--- src/rtl/ms_bcd_converter.sv ---
// Iterative double-dabble binary-to-BCD converter with saturation at 10^DIGITS-1.
// Latency is BIN_W cycles from the accepted start to done; a start is accepted only in IDLE and is otherwise dropped.
module ms_bcd_converter #(
    parameter int BIN_W  = 14,
    parameter int DIGITS = 4
) (
    input  logic                  clk,
    input  logic                  reset,
    input  logic [BIN_W-1:0]      value,
    input  logic                  start,
    output logic                  busy,
    output logic                  done,
    output logic [4*DIGITS-1:0]   bcd,
    output logic                  overflow
);

    localparam int SCR_W = 4 * DIGITS;
    localparam int CNT_W = $clog2(BIN_W + 1);

    function automatic longint unsigned pow10(input int n);
        longint unsigned p;
        p = 64'd1;
        for (int i = 0; i < n; i++) begin
            p = p * 64'd10;
        end
        return p;
    endfunction

    localparam longint unsigned LIMIT     = pow10(DIGITS) - 64'd1;
    localparam logic [BIN_W-1:0] LIMIT_BIN = BIN_W'(LIMIT);
    localparam logic [CNT_W-1:0] LAST_IT   = CNT_W'(BIN_W - 1);

    typedef enum logic {
        IDLE,
        SHIFT
    } state_t;

    state_t             state, state_nxt;
    logic [BIN_W-1:0]   bin_q, bin_nxt;
    logic [SCR_W-1:0]   scr_q, scr_nxt;
    logic [CNT_W-1:0]   cnt_q, cnt_nxt;
    logic               pend_q, pend_nxt;
    logic [SCR_W-1:0]   bcd_q, bcd_nxt;
    logic               ovf_q, ovf_nxt;
    logic               done_q, done_nxt;
    logic               sat;
    logic [SCR_W-1:0]   adj;

    // Digits are corrected independently; no carry ever crosses a nibble.
    function automatic logic [SCR_W-1:0] add3(input logic [SCR_W-1:0] s);
        logic [SCR_W-1:0] r;
        logic [3:0]       d;
        r = s;
        for (int i = 0; i < DIGITS; i++) begin
            d = s[4*i +: 4];
            if (d >= 4'd5) begin
                r[4*i +: 4] = d + 4'd3;
            end
        end
        return r;
    endfunction

    assign sat = (64'(value) > LIMIT);
    assign adj = add3(scr_q);

    always_ff @(posedge clk or posedge reset) begin
        if (reset) begin
            state  <= IDLE;
            bin_q  <= '0;
            scr_q  <= '0;
            cnt_q  <= '0;
            pend_q <= 1'b0;
            bcd_q  <= '0;
            ovf_q  <= 1'b0;
            done_q <= 1'b0;
        end else begin
            state  <= state_nxt;
            bin_q  <= bin_nxt;
            scr_q  <= scr_nxt;
            cnt_q  <= cnt_nxt;
            pend_q <= pend_nxt;
            bcd_q  <= bcd_nxt;
            ovf_q  <= ovf_nxt;
            done_q <= done_nxt;
        end
    end

    always_comb begin
        state_nxt = state;
        bin_nxt   = bin_q;
        scr_nxt   = scr_q;
        cnt_nxt   = cnt_q;
        pend_nxt  = pend_q;
        bcd_nxt   = bcd_q;
        ovf_nxt   = ovf_q;
        done_nxt  = 1'b0;
        case (state)
            IDLE: begin
                if (start) begin
                    bin_nxt   = sat ? LIMIT_BIN : value;
                    pend_nxt  = sat;
                    scr_nxt   = '0;
                    cnt_nxt   = '0;
                    state_nxt = SHIFT;
                end
            end
            SHIFT: begin
                {scr_nxt, bin_nxt} = {adj[SCR_W-2:0], bin_q, 1'b0};
                cnt_nxt = cnt_q + 1'b1;
                // Final iteration publishes the post-shift scratch directly.
                if (cnt_q == LAST_IT) begin
                    bcd_nxt   = {adj[SCR_W-2:0], bin_q[BIN_W-1]};
                    ovf_nxt   = pend_q;
                    done_nxt  = 1'b1;
                    state_nxt = IDLE;
                end
            end
            default: state_nxt = IDLE;
        endcase
    end

    assign busy     = (state == SHIFT);
    assign done     = done_q;
    assign bcd      = bcd_q;
    assign overflow = ovf_q;

endmodule

--- config.mk ---
export PLATFORM = sky130hd
export DESIGN_NAME = ms_bcd_converter
export DESIGN_NICKNAME = d
export VERILOG_FILES = /design/src/rtl/ms_bcd_converter.sv
export SDC_FILE = /design/constraint.sdc
export NUM_CORES = 1
export LEC_CHECK = 0
export CAP_MARGIN = 20
export CORE_ASPECT_RATIO = 1.5
export CORE_MARGIN = 1.5
export CORE_UTILIZATION = 55
export DETAILED_ROUTE_END_ITERATION = 16
export PLACE_DENSITY = 0.86
export SLEW_MARGIN = 0
export SYNTH_ARGS = -nofsm -noshare
export SYNTH_HDL_FRONTEND = slang
export SYNTH_SLANG_ARGS = --single-unit
export TNS_END_PERCENT = 50
--- constraint.sdc ---
create_clock -name clk -period 1.8 [get_ports clk]
set_input_delay 0.27 -clock clk [delete_from_list [all_inputs] [get_ports clk]]
set_output_delay 0.27 -clock clk [all_outputs]
set_load 0.01 [all_outputs]
==> impl_metrics.py <==
metrics = {
    "cts": {
        "hold_buffers": 0,
        "clkTransAtPathRegs_ns": 0.09,
        "cts_resized": 0,
        "cts_tree": "done",
        "cts.sinks": 54,
        "insertion_delay_ns": 0.30,
        "cts_buffer_depth": 2,
        "cts-root-buf": "clkbuf_8",
        "htreeDepth": 2,
        "post_cts_buffers": 0,
        "cts_buffers": 5,
    },
    "global_route": {
        "use_met3": 0.0351,
        "grt_max_degree": 36,
        "grt-ovfl-total": 0,
        "track_usage": 0.205,
        "met1_usage": 0.245,
        "grt_pass1_wl_mm": 8.25,
        "grt-busiest-layer": "met2",
        "first_global_vias": 1906,
        "grtUsageMet2": 0.371,
        "antenna_found_initial": 0,
    },
    "worst_setup_path": {
        "crit_family": "flip-flops",
        "worst-path-buf-inv": 1,
        "cp_slowest_cell": "dfrtp_1",
        "required_ns": 2.03,
        "slowest_delay_ns": 0.43,
        "path_cells": "inv_1, ha_1, nand2b_1, a21oi_1, mux2_2, o21ai_0",
        "path_class": "reg -> reg",
        "cp_max_fo": 4,
        "worst_setup_path_start_kind": "flip-flop",
        "critPathCaptureType": "flip-flop",
        "cp_data_arrival_time_ns": 1.91,
    },
    "floorplanning": {
        "io_pins": 36,
        "die_y_um": 88.5,
        "die-width_um": 60.0,
        "die_area_um2": 5310,
        "fp.coreArea_um2": 4620,
        "fp-row-count": 30,
        "initial_core_util": 0.581,
    },
    "timing": {
        "fin_crit_sh": 0.933,
        "min_period_ns": 1.68,
        "final.setup.tns_ns": 0,
        "rsz0062_at_grt": "no",
        "report.final.hold_viol_count": 0,
        "relSlewSlack": 0.711,
        "skew_ns": 0.00704,
        "timing.fmax_mhz": 595,
        "finalSetupViolations": 0,
        "tightest_slew_ns": 0.433,
        "slew_viol_final": 0,
    },
    "routing": {
        "routed_via_density": 5.30,
        "drt-initial-drc-count": 43,
        "drt-pass1-iter-count": 4,
        "ant_nets": 0,
        "drt_wl_total_mm": 4.73,
        "wl_per_cell_um": 13.1,
        "num_vias": 1914,
        "route.detailed.drc": 0,
    },
    "run_status": {
        "status": "finished, final reports clean",
    },
    "layout": {
        "areaGrowthSynthToFinish_pct": 20.6,
        "fin_cells": 361,
        "layout-drive-gt1-share": 0.111,
        "final_cell_mix": "53 x dfrtp_1, 41 x nand2_1, 35 x clkdlybuf4s50_1, 23 x o21ai_0, 20 x mux2i_1",
        "final_common_cell": "dfrtp_1",
        "postLayoutCoreUtil": 0.701,
        "nFillCells": 375,
        "antenna_cells": 0,
        "nNetsFinal": 323,
        "design_area_um2": 3240,
    },
    "logic_synthesis": {
        "ys_ff_latch": 54,
        "syn_area_per_cell_um2": 10.4,
        "yosysWarnings": 0,
        "synth_cells": 258,
        "synth_fp_nets": 285,
        "ys_types": 33,
        "syn_area_um2": 2680,
        "seq_area_frac_synth": 0.504,
    },
    "place": {
        "place_congestion": 0.810,
        "place_hpwl_mm": 3.56,
        "port_buffers": 35,
        "place_area_um2": 3160,
        "dp_cells": 353,
    },
    "run": {
        "cap_violations": 0,
    },
    "pwr": {
        "p_leak_nw": 1.59,
        "peakVddDrop_mv": 0.890,
        "power_density_nw_per_um2": 1650,
    },
    "hold_path": {
        "min_path_type": "in -> async",
    },
}
[synth_stat cells, drive strengths merged]
cell type | number | area, µm²
dfrtp | 54 | 1350
nand2 | 41 | 154
o21ai | 23 | 115
mux2i | 20 | 200
a21oi | 17 | 92.6
inv | 16 | 60.1
mux2 | 11 | 131
nor3b | 11 | 82.6
buf | 10 | 61.3
ha | 10 | 125
nor2 | 7 | 26.3
nand2b | 6 | 37.5
a21o | 5 | 38.8
xnor2 | 5 | 43.8
nand3 | 4 | 20.0
a311oi | 3 | 26.3
a22o | 2 | 17.5
clkbuf | 2 | 7.51
nor3 | 2 | 10.0
o31ai | 2 | 15.0
a21bo | 1 | 10.0
a22oi | 1 | 7.51
and2 | 1 | 6.26
nand4 | 1 | 12.5
nand4b | 1 | 15.0
nor4 | 1 | 6.26
xor2 | 1 | 8.76
[layout make-up]
type                       count  area, µm²  share of cell area
tap                           64       80.1              0.0247
multi-input combinational    176       1200               0.372
timing repair buffer          43        460               0.142
sequential                    54       1350               0.418
inverter                      16       60.1              0.0186
clock buffer                   8       80.1              0.0247
[state kept, by name, indices dropped and copies added, names as in the netlist]
register and flops:
done 1, busy 1, cnt_q 4, scr_q 16, pend_q 1, bin_q 14, bcd 16, overflow 1
[layer usage]
layer	up-vias	wire, µm
met5	-	0
met4	0	60
met3	6	121
met2	39	2570
met1	913	1970
li1	956	-
[where the power goes]
| group | switching [mW] | internal, mW |
|---|---|---|
| registers | 0.391 | 1.77 |
| logic | 1.20 | 1.33 |
| clock network | 0.367 | 0.277 |
| total | 1.96 | 3.37 |
[cell families (layout without fill, tap and decap cells)]
family	after synthesis	in the layout	synth area share
AOI/OAI and AO/OA	54	54	0.120
xor gates and xnor gates	6	6	0.0196
adders and majority gates	10	10	0.0466
buffers and inverters	28	67	0.0480
DFF	54	54	0.504
muxes	31	31	0.124
and+or+nand+nor	75	75	0.138
[worst paths after layout]
kind | start | end | slack, ns | cells past startpoint
hold / removal | reset | bcd[4]$_DFFE_PP0P_ | 0.27 | 2
setup reg to reg | scr_q[4]$_DFFE_PP0P_ | bcd[6]$_DFFE_PP0P_ | 0.12 | 6
min in group clk | bcd[11]$_DFFE_PP0P_ | bcd[11]$_DFFE_PP0P_ | 0.48 | 2
hold reg to reg | bcd[11]$_DFFE_PP0P_ | bcd[11]$_DFFE_PP0P_ | 0.48 | 2
max in group asynchronous | reset | bin_q[0]$_DFFE_PP0P_ | 1.08 | 3
setup / recovery | scr_q[4]$_DFFE_PP0P_ | bcd[6]$_DFFE_PP0P_ | 0.12 | 6
[stage by stage]
stage | hold WS (ns) | total power [mW] | setup WS (ns)
global route | 0.297 | 5.79 | 0.00836
finish | 0.273 | 5.33 | 0.120
global placement | 0.460 | 4.59 | 0.196
detailed placement | 0.466 | 4.73 | 0.152
floorplan | 0.418 | 3.87 | 0.215
CTS | 0.286 | 5.38 | 0.134
(Power assumes the default switching activity.)
